==> config.mk <==
export PLATFORM = sky130hd
export DESIGN_NAME = microwave_ctrl
export DESIGN_NICKNAME = d
export VERILOG_FILES = /design/src/rtl/microwave_ctrl.sv
export SDC_FILE = /design/constraint.sdc
export NUM_CORES = 1
export LEC_CHECK = 0
export CAP_MARGIN = 5
export CORE_MARGIN = 1.5
export CORE_UTILIZATION = 62
export CTS_CLUSTER_DIAMETER = 80
export DETAILED_ROUTE_END_ITERATION = 16
export DONT_BUFFER_PORTS = 1
export GPL_ROUTABILITY_DRIVEN = 1
export PLACE_DENSITY = 0.87
export SYNTH_ARGS = -nofsm -noshare
export SYNTH_HDL_FRONTEND = slang
export SYNTH_SLANG_ARGS = --single-unit
==> constraint.sdc <==
create_clock -name clk -period 4.3 [get_ports clk]
set_input_delay 0.86 -clock clk [delete_from_list [all_inputs] [get_ports clk]]
set_output_delay 0.86 -clock clk [all_outputs]
set_load 0.005 [all_outputs]
==> src/rtl/microwave_ctrl.sv <==
`default_nettype none
// ============================================================================
//  Module      : microwave_ctrl
//  Description : Microwave oven controller. One-hot FSM (CLOSED, OPEN, COOK,
//                PAUSE, BELL) with a tick-driven cook-time countdown, a PWM
//                power modulator of period 2^PWR_W-1 cycles and a timed bell.
//  Revision    : 1.0 - initial release
// ----------------------------------------------------------------------------
//  Parameters
//    TIME_W    width of the cook-time counter (ticks)
//    PWR_W     width of the power level; PWM period P = 2^PWR_W-1 cycles
//    BELL_CYC  bell duration in clk cycles (>= 1)
//  Ports
//    clk        in   rising-edge clock
//    nrst       in   asynchronous active-low reset
//    door       in   1 = door open
//    start      in   start / resume request
//    cancel     in   abort the current cook
//    tick       in   one-cycle time-base strobe
//    time_in    in   cook time, latched on start from CLOSED
//    power_in   in   power level 0..P, latched on start from CLOSED
//    lock       in   child lock (only with MICROWAVE_CHILD_LOCK_EN)
//    heat       out  magnetron enable
//    light      out  cavity lamp
//    bell       out  end-of-cook signal
//    remaining  out  ticks left
//    busy       out  cook in progress or paused
//  Build option
//    MICROWAVE_CHILD_LOCK_EN  adds the lock input; lock=1 blocks start in
//                             CLOSED and PAUSE, cancel is still honoured.
// ============================================================================
module microwave_ctrl #(
   parameter int TIME_W   = 8,
   parameter int PWR_W    = 3,
   parameter int BELL_CYC = 4
) (
   input  logic              clk,
   input  logic              nrst,
   input  logic              door,
   input  logic              start,
   input  logic              cancel,
   input  logic              tick,
   input  logic [TIME_W-1:0] time_in,
   input  logic [PWR_W-1:0]  power_in,
`ifdef MICROWAVE_CHILD_LOCK_EN
   input  logic              lock,
`endif
   output logic              heat,
   output logic              light,
   output logic              bell,
   output logic [TIME_W-1:0] remaining,
   output logic              busy
);

   localparam int I_CLOSED = 0;
   localparam int I_OPEN   = 1;
   localparam int I_COOK   = 2;
   localparam int I_PAUSE  = 3;
   localparam int I_BELL   = 4;

   localparam logic [4:0] S_CLOSED = 5'b00001;
   localparam logic [4:0] S_OPEN   = 5'b00010;
   localparam logic [4:0] S_COOK   = 5'b00100;
   localparam logic [4:0] S_PAUSE  = 5'b01000;
   localparam logic [4:0] S_BELL   = 5'b10000;

   localparam int                 P_INT      = (1 << PWR_W) - 1;
   localparam logic [PWR_W-1:0]   PHASE_LAST = PWR_W'(P_INT - 1);
   localparam int                 BCW        = (BELL_CYC > 1) ? $clog2(BELL_CYC) : 1;
   localparam logic [BCW-1:0]     BELL_LAST  = BCW'(BELL_CYC - 1);
   localparam logic [TIME_W-1:0]  TIME_ONE   = TIME_W'(1);

   logic [4:0]        state_q, state_d;
   logic [TIME_W-1:0] rem_q,   rem_d;
   logic [PWR_W-1:0]  phase_q, phase_d;
   logic [PWR_W-1:0]  power_q, power_d;
   logic [BCW-1:0]    bcnt_q,  bcnt_d;
   logic              start_ok;

   // Start qualified by the child lock when that option is built in.
`ifdef MICROWAVE_CHILD_LOCK_EN
   assign start_ok = start & ~lock;
`else
   assign start_ok = start;
`endif

   // ---------------- state register ----------------
   always_ff @(posedge clk or negedge nrst) begin
      if (!nrst) begin
         state_q <= S_CLOSED;
         rem_q   <= '0;
         phase_q <= '0;
         power_q <= '0;
         bcnt_q  <= '0;
      end else begin
         state_q <= state_d;
         rem_q   <= rem_d;
         phase_q <= phase_d;
         power_q <= power_d;
         bcnt_q  <= bcnt_d;
      end
   end

   // ---------------- next-state logic ----------------
   always_comb begin
      state_d = state_q;
      rem_d   = rem_q;
      phase_d = phase_q;
      power_d = power_q;
      bcnt_d  = bcnt_q;
      case (state_q)
         S_CLOSED: begin
            if (door) begin
               state_d = S_OPEN;
            end else if (start_ok && (time_in != '0)) begin
               state_d = S_COOK;
               rem_d   = time_in;
               power_d = power_in;
               phase_d = '0;
            end
         end
         S_OPEN: begin
            if (!door) state_d = S_CLOSED;
         end
         S_COOK: begin
            // The PWM phase advances on every cycle spent in COOK; it is
            // re-zeroed on every entry, so its value after leaving is moot.
            phase_d = (phase_q == PHASE_LAST) ? '0 : phase_q + 1'b1;
            if (cancel) begin
               state_d = door ? S_OPEN : S_CLOSED;
               rem_d   = '0;
            end else if (door) begin
               state_d = S_PAUSE;
            end else if (tick) begin
               if (rem_q <= TIME_ONE) begin
                  // Last tick: hand over to the bell; never wraps below 0.
                  state_d = S_BELL;
                  rem_d   = '0;
                  bcnt_d  = '0;
               end else begin
                  rem_d = rem_q - TIME_ONE;
               end
            end
         end
         S_PAUSE: begin
            if (cancel) begin
               state_d = door ? S_OPEN : S_CLOSED;
               rem_d   = '0;
            end else if (!door && start_ok) begin
               state_d = S_COOK;
               phase_d = '0;
            end
         end
         S_BELL: begin
            if (door) begin
               state_d = S_OPEN;
            end else if (bcnt_q == BELL_LAST) begin
               state_d = S_CLOSED;
            end else begin
               bcnt_d = bcnt_q + 1'b1;
            end
         end
         default: begin
            // Any non-one-hot code collapses to a safe idle state.
            state_d = S_CLOSED;
            rem_d   = '0;
         end
      endcase
   end

   // ---------------- output decode ----------------
   always_comb begin
      // The door term bypasses the state register so opening the door cuts
      // the magnetron in the same cycle.
      heat      = state_q[I_COOK] & ~door & (phase_q < power_q);
      light     = state_q[I_OPEN] | state_q[I_PAUSE] | state_q[I_COOK];
      bell      = state_q[I_BELL];
      busy      = state_q[I_COOK] | state_q[I_PAUSE];
      remaining = rem_q;
   end

endmodule
`default_nettype wire

==> metrics.csv, run 1 <==
metric,value,unit
status,"finished, final reports clean",
"Reg clk slew, reported paths",110,ps
root buf cell,clkbuf_4,
Fmax,402,MHz
WP data arrival,2680,ps
hold buffer count at cts,0,
min Tclk post-route,2490,ps
post-synth top area share,32.9,%
Multi-input gate area,896,µm²
Mapped Avg Cell Area,9.00,µm²
CTS Buf Count,3,
cells on worst reg2reg path,4,
Crit Reg-Reg Endpoint,remaining[7],
largest net degree at the start of global routing,22,
post-cts sizing count,0,
gpl congestion,0.877,
Hold/Removal Path Class,in -> async,
most common cell in the synthesized netlist,dfrtp_1,
Pleak,0.650,nW
initial core utilization,67.4,%
WL/cell,17.8,µm
largest cells by area after synthesis,"dfrtp_1 33%, o21ai_0 5.6%, mux2_2 4.4%",
CP endpoint kind,register,
Fin Setup TNS,0,ps
Commonest cells post-synth,"20 x dfrtp_1, 17 x nor2_1, 17 x o21ai_0",
Crit Path Class,reg -> reg,
grt ovf,0,
core area,2250,µm²
Post-synth EDFFs,0,
syn_nets,191,
# IOs,29,
Antenna diodes,0,
layout cells sized above 1,12.7,%
Worst setup SP type,register,
worst setup path start,state_q[1],
worst slew pin tran,882,ps
vias per std cell,6.90,
#FFs+latches synth,21,
Vias,1332,
CP required,4490,ps
peak supply drop,383,µV
Async SR Flop Fraction,100,%
clk_lat worst skew,300,ps
Worst Path Max Fanout,14,
Die H,52.5,µm
Post-DRT Antenna Nets,0,
dpl hpwl,2570,µm
Post-Syn Instances,169,
Die Area,2760,µm²
"Hold Vio Cnt, Final",0,
first-pass GRT wire length,5640,µm
CTS tree,built,
RSZ-0062 raised after global routing,no,
CTS Buffer Depth,2,
Die X,52.5,µm
FP Rows,17,
Hold WS,239,ps
mapped cell area,1520,µm²
synth warn,0,
DRT Pass-1 Iters,6,
vias in the first global route,1257,
Pwr Density,568,nW/µm²
Synth cell types,58,
Post-CTS Setup Inserts,0,
reg2reg start,state_q[1],
FILL cells,188,
DR iter-0 viols,65,
clock sink count,21,
max cap viols,0,
total track usage,28.0,%
Seq. cell area,527,µm²
Synth Flop Type,dfrtp_1,
# H-tree levels,1,
Final nets,188,
IO buf count,0,
Area Growth Syn to Fin,-0.329,%
total routed wirelength,3440,µm
clk_skew,1.76,ps
R2R Setup Slk,1810,ps
initial antenna violation count,0,
DRC,0,
Final Max Tran Viols,0,
endpoints failing setup,0,
"Seq/Total Area, Yosys",34.7,%
"area leader, netlist",dfrtp_1,
Max-slew headroom,40.4,%
fin crit share,57.8,%
sequential cells by signal, indices dropped and copies added, names as in the netlist:
name and flops:
phase_q 3, remaining 8, bcnt_q 2, state_q 5
power_q 3
critical path, cell delays in order, from the launching register on:
cell,delay [ps]
dfrtp_1,540
or4_4,610
or2_0,410
o221ai_4,440
mux2_2,390
layer usage:
layer	GRT usage, %	up-vias	part of all wire [%]
met5	0	-	0
met4	11.5	0	1.7
met3	6.57	10	8.5
met2	45.4	66	49
met1	35.6	629	41
li1	-	627	-
cells in the final DEF, fill, tap and decap left out, drive strengths merged, types with 2 or more instances in the layout:
master,count
nor3,9
o2bb2ai,2
nand2,10
a21oi,4
nor3b,2
inv,8
dfrtp,20
mux2i,2
a31oi,2
nor4b,3
nor4,4
and2b,2
ha,5
nand3,4
or3,3
nor2,17
or2b,2
o31ai,3
or4,2
o21ai,18
mux2,6
a32oi,3
o221ai,2
a21boi,2
a21o,2
a211oi,2
clkbuf,3
or2,3
layout make-up:
type                       instances  area share [%]
inverter                           8            1.98
multi-input combinational        132            59.1
clock inverter                     1           0.330
sequential                        21            34.8
clock buffer                       3            1.49
tap                               28            2.31
stage by stage:
step | utilization [%] | power (mW) | worst slack, ps | cell area (µm²) | cells
after floorplan | - | 0.700 | 1850 | 1520 | 169
after global placement | 66.0 | 0.738 | 1620 | 1490 | 189
after detailed placement | 66.0 | 0.762 | 1550 | 1490 | 189
after CTS | 67.2 | 0.857 | 1840 | 1520 | 193
after global routing | 67.2 | 0.932 | 1700 | 1520 | 193
final | 67.2 | 0.861 | 1810 | 1520 | 193
power breakdown:
group / switching [mW] / internal, mW / leakage [nW] / total [mW]
sequential: 0.0941 / 0.258 / 0.275 / 0.352
combinational: 0.232 / 0.184 / 0.357 / 0.416
clock: 0.0581 / 0.0346 / 0.0177 / 0.0927
how the worst max path moves through the flow:
stage / endpoint / slack (ps)
global placement: remaining[1] / 1620
global route: remaining[7] / 1700
CTS: remaining[7] / 1840
floorplan: remaining[1] / 1850
detailed placement: remaining[7] / 1550
finish: remaining[7] / 1810
kinds of logic (layout without fill, tap and decap cells):
family	count (synthesis)	in the layout	synth area share, %
AND/OR/NAND/NOR	69	69	25.6
buffers and inverters	16	12	6.42
multiplexers	8	8	5.76
flip-flops	21	21	34.7
XOR/XNOR	2	2	1.15
AO/OA/AOI/OAI	48	48	22.3
adder cells (fa/ha/maj)	5	5	4.12
No activity file was read; power rests on OpenSTA's default activity.
==> run 2, diff against run 1 <==
CORE_UTILIZATION = 56   (was 62)
PLACE_DENSITY = 0.83   (was 0.87)
clock period = 2 ns   (was 4.3 ns; I/O delays follow)
==> run 2 against run 1 <==
Critical path depth is 1 higher. First-iteration DRC count down 31%. Worst setup slack lost 1800 ps. Cell area grew 14%. Sequential power rose by 85%. Non-clock buffer count up 24. Via count grew 7.4%. Die area up 10%. Global-route usage decreased by 2.1 points. Cell count up 13%. Combinational power rose to 3.1 times the previous value. Critical path type unchanged.
==> metrics.csv, run 2 (synthesis results as in run 1) <==
metric,value,unit
FP Rows,18,
Antenna diodes,0,
Crit Path Class,reg -> reg,
largest net degree at the start of global routing,22,
dpl hpwl,2840,µm
Crit Reg-Reg Endpoint,power_q[2],
layout cells sized above 1,27.0,%
peak supply drop,948,µV
Setup crit end,power_q[2],
root buf cell,clkbuf_4,
CTS Buffer Depth,2,
WP data arrival,2150,ps
max cap viols,0,
vias in the first global route,1332,
initial antenna violation count,0,
vias per std cell,6.53,
# H-tree levels,1,
fin crit share,97.1,%
total routed wirelength,3690,µm
Final Max Tran Viols,0,
most frequent cells in the layout,"22 x buf_4, 18 x dfrtp_1, 17 x nor2_1",
Die Area,3040,µm²
# IOs,29,
clock sink count,21,
Max stage delay on crit path,610,ps
gpl congestion,0.967,
worst setup path start,state_q[0],
"Hold Vio Cnt, Final",0,
CP cell instances,buf_4 -> or3b_4 -> nor3_4 -> nand2_1 -> mux2_2,
status,"finished, final reports clean",
Max-slew headroom,35.3,%
endpoints failing setup,0,
RSZ-0062 raised after global routing,yes,
Fin Setup TNS,0,ps
total track usage,25.8,%
CTS tree,built,
initial core utilization,60.3,%
"Reg clk slew, reported paths",120,ps
CTS Buf Count,3,
crit path max-delay cell type,dfstp_2,
WL/cell,16.9,µm
DRC,0,
max reg flops,8,
Die X,55.1,µm
clk_lat worst skew,310,ps
grt ovf,0,
cells on worst reg2reg path,5,
CP required,2210,ps
Hold WS,150,ps
Pleak,0.770,nW
Hold/Removal Path Class,in -> reg,
CP endpoint kind,register,
clk_skew,0.981,ps
Worst Path Max Fanout,6,
core area,2520,µm²
reg2reg start,state_q[0],
Post-Route Utilization,68.7,%
Final nets,212,
DR iter-0 viols,45,
Post-DRT Antenna Nets,0,
first-pass GRT wire length,5690,µm
IO buf count,0,
Area Growth Syn to Fin,14.0,%
Fmax,515,MHz
Die H,55.1,µm
R2R Setup Slk,60,ps
"commonest non-fill, non-tap cell in the layout",buf_4,
Vias,1431,
min Tclk post-route,1940,ps
worst slew pin tran,967,ps
DRT Pass-1 Iters,4,
Pwr Density,1240,nW/µm²
Worst setup SP type,register,
run 2: through the flow:
step | power [mW] | setup slack [ps] | cell area, µm² | cells
floorplan | 1.51 | 2.04 | 1520 | 169
global placement | 1.81 | 15.3 | 1660 | 213
detailed placement | 1.86 | -11.4 | 1660 | 213
CTS | 2.09 | 31.6 | 1700 | 218
global route | 2.31 | -12.5 | 1730 | 219
finish | 2.15 | 57.0 | 1730 | 219
run 2: how the worst min path moves through the flow:
| stage | end | cells after the start | startpoint |
|---|---|---|---|
| after detailed placement | remaining[7] | 0 | nrst |
| after floorplan | bcnt_q[0] | 0 | nrst |
| after global placement | remaining[6] | 0 | nrst |
| final | state_q[3] | 1 | start |
| after CTS | state_q[3] | 1 | start |
| after global routing | state_q[3] | 1 | start |
run 2: area by class of cell:
cell class	instances	area [µm²]
Clock inverter	1	5.00
Timing Repair Buffer	24	186
Sequential cell	21	529
Clock buffer	3	22.5
Inverter	8	30.0
Fill cell	203	790
Multi-Input combinational cell	132	922
Tap cell	30	37.5
run 2: repair_timing:
action | in CTS | in global routing
cloned | 0 | 0
gates resized for setup | 2 | 8
endpoints found under the hold margin | 21 | 0
buffers inserted | 0 | 1
setup endpoints to repair | 2 | 7
pin swaps | 0 | 3
hold buffers | 1 | 0
run 2: worst max-delay path, delay by kind of cell, from the launching register on:
family        cells  cell delay [ps]
simple gates      3              760
flops             1              610
mux               1              300
buf+inv           1              160
run 2: routing by layer:
layer / vias up / track usage (%) / routed length (µm)
li1: 673 / - / -
met2: 80 / 47.2 / 1900
met4: 0 / 8.13 / 44
met3: 7 / 5.91 / 304
met5: - / 0 / 0
met1: 671 / 29.6 / 1440
run 2: where the power goes:
part | total [mW] | internal [mW] | switching, mW
Sequential | 0.652 | 0.556 | 0.0961
Clock | 0.211 | 0.0747 | 0.136
Combinational | 1.29 | 0.616 | 0.672
Total | 2.15 | 1.25 | 0.905
==> run 3, diff against run 2 <==
CELL_PAD_IN_SITES_DETAIL_PLACEMENT = 0   (was not set)
CELL_PAD_IN_SITES_GLOBAL_PLACEMENT = 2   (was not set)
CORE_UTILIZATION = 34   (was 56)
CTS_BUF_LIST = sky130_fd_sc_hd__clkbuf_16   (was not set)
==> run 3 against run 2 <==
Combinational power grew 3%. Clock power rose by 100%. Register-to-register slack is essentially flat. Cell area is 6.2% higher. Sequential share of layout area shrank 1.9 points. Via count fell by 1.3%. Worst setup slack improved by 14 ps. Die area grew 61%. Largest cell class unchanged.
==> metrics.csv, run 3 (synthesis results as in run 1) <==
metric,value,unit
"commonest non-fill, non-tap cell in the layout",buf_4,
layout cells sized above 1,28.5,%
gpl congestion,0.835,
vias per std cell,5.77,
Post-CTS Setup Inserts,0,
DR iter-0 viols,66,
endpoints failing setup,0,
FP Rows,24,
DRC,0,
CP cell instances,or4_4 -> or2_0 -> o221ai_4 -> mux2_2,
status,"finished, final reports clean",
Pwr Density,1320,nW/µm²
Area Growth Syn to Fin,21.1,%
Multi-input gate area,925,µm²
Seq. cell area,528,µm²
largest net degree at the start of global routing,22,
WP buf/inv,0,
initial antenna violation count,0,
Post-Route Utilization,42.6,%
Crit Path Class,reg -> reg,
Hold WS,225,ps
fin crit share,96.5,%
WP data arrival,2070,ps
RSZ-0062 raised after global routing,no,
Die Area,4880,µm²
total routed wirelength,4010,µm
cell depth of the worst setup path,4,
CTS Buf Count,3,
IO buf count,0,
Max stage delay on crit path,490,ps
CTS tree,built,
grt ovf,0,
Post-DRT Antenna Nets,0,
clk_lat worst skew,250,ps
max cap viols,0,
total track usage,16.5,%
Worst setup SP type,register,
WL/cell,16.4,µm
root buf cell,clkbuf_16,
initial core utilization,35.2,%
Die H,69.9,µm
Antenna diodes,0,
max reg flops,8,
Crit path max-delay family,simple AND/OR/NAND/NOR gates,
"Reg clk slew, reported paths",60,ps
core area,4320,µm²
min Tclk post-route,1930,ps
peak supply drop,520,µV
worst hold path depth,1,
first-pass GRT wire length,6630,µm
most frequent cells in the layout,"27 x buf_4, 19 x dfrtp_1, 16 x nor2_1, 16 x o21ai_0, 10 x nand2_1",
"Hold Vio Cnt, Final",0,
Vias,1413,
Worst Path Max Fanout,9,
worst slew pin tran,982,ps
CP required,2140,ps
Final Max Tran Viols,0,
FILL cells,445,
dpl hpwl,3120,µm
CTS Buffer Depth,2,
Pleak,0.814,nW
cells on worst reg2reg path,4,
crit path max-delay cell type,or4_4,
CP endpoint kind,register,
DRT Pass-1 Iters,4,
Die X,69.9,µm
Fmax,518,MHz
Hold/Removal Path Class,in -> reg,
# H-tree levels,1,
Final nets,216,
vias in the first global route,1407,
# IOs,29,
clock sink count,21,
clk_skew,4.26,ps
Max-slew headroom,34.3,%
[run 3: cell count changes in the layout (fill, tap and decap cells not counted), sizes merged]
cell / delta
buf: +4
[run 3: cell type report]
cell class / count / share of cell area, %
repair buffers: 28 / 11.6
multi-input cells: 132 / 50.2
clock buffers: 3 / 4.08
inverters: 8 / 1.63
flip-flops and latches: 21 / 28.7
well taps: 52 / 3.54
clock inverters: 1 / 0.272
[run 3: metal layers]
| metal | wire length (µm) | GRT usage, % | vias to the layer above | share of wire [%] |
|---|---|---|---|---|
| met5 | 0 | 0 | - | 0 |
| met4 | 10 | 5.13 | 0 | 0.25 |
| met3 | 163 | 2.74 | 2 | 4.1 |
| met2 | 1960 | 28.4 | 28 | 49 |
| met1 | 1870 | 21.3 | 697 | 47 |
| li1 | - | - | 686 | - |
[run 3: report_power, final]
| group | switching (mW) | internal [mW] | total [mW] |
|---|---|---|---|
| clock | 0.160 | 0.269 | 0.429 |
| sequential | 0.106 | 0.558 | 0.664 |
| combinational | 0.694 | 0.641 | 1.33 |
| total | 0.960 | 1.47 | 2.43 |
[run 3: path summary, 6_finish.rpt]
path                                 start      endpoint  slack (ps)
worst max-delay path            state_q[0]  remaining[1]          70
worst min register to register   bcnt_q[0]     bcnt_q[0]         510
max in group asynchronous             nrst    state_q[3]         580
min in group asynchronous             nrst  remaining[5]         750
worst max register to register  state_q[0]  remaining[1]          70
worst min-delay path                 start    state_q[3]         220
[run 3: timing repair]
| item | in CTS | in global routing |
|---|---|---|
| hold buffers | 1 | 0 |
| setup endpoints to repair | 1 | 7 |
| endpoints found under the hold margin | 21 | 0 |
| resized for setup | 2 | 6 |
[run 3: through the flow]
| step | TNS [ps] | setup slack, ps | cells | power [mW] | instance area, µm² |
|---|---|---|---|---|---|
| after floorplan | 0 | 2.04 | 169 | 1.51 | 1520 |
| after global placement | 0 | 28.8 | 240 | 1.92 | 1720 |
| after detailed placement | -7.59 | -7.59 | 240 | 1.94 | 1720 |
| after CTS | 0 | 1.08 | 245 | 2.41 | 1820 |
| after global routing | 0 | 3.71 | 245 | 2.61 | 1840 |
| final | 0 | 70.7 | 245 | 2.43 | 1840 |
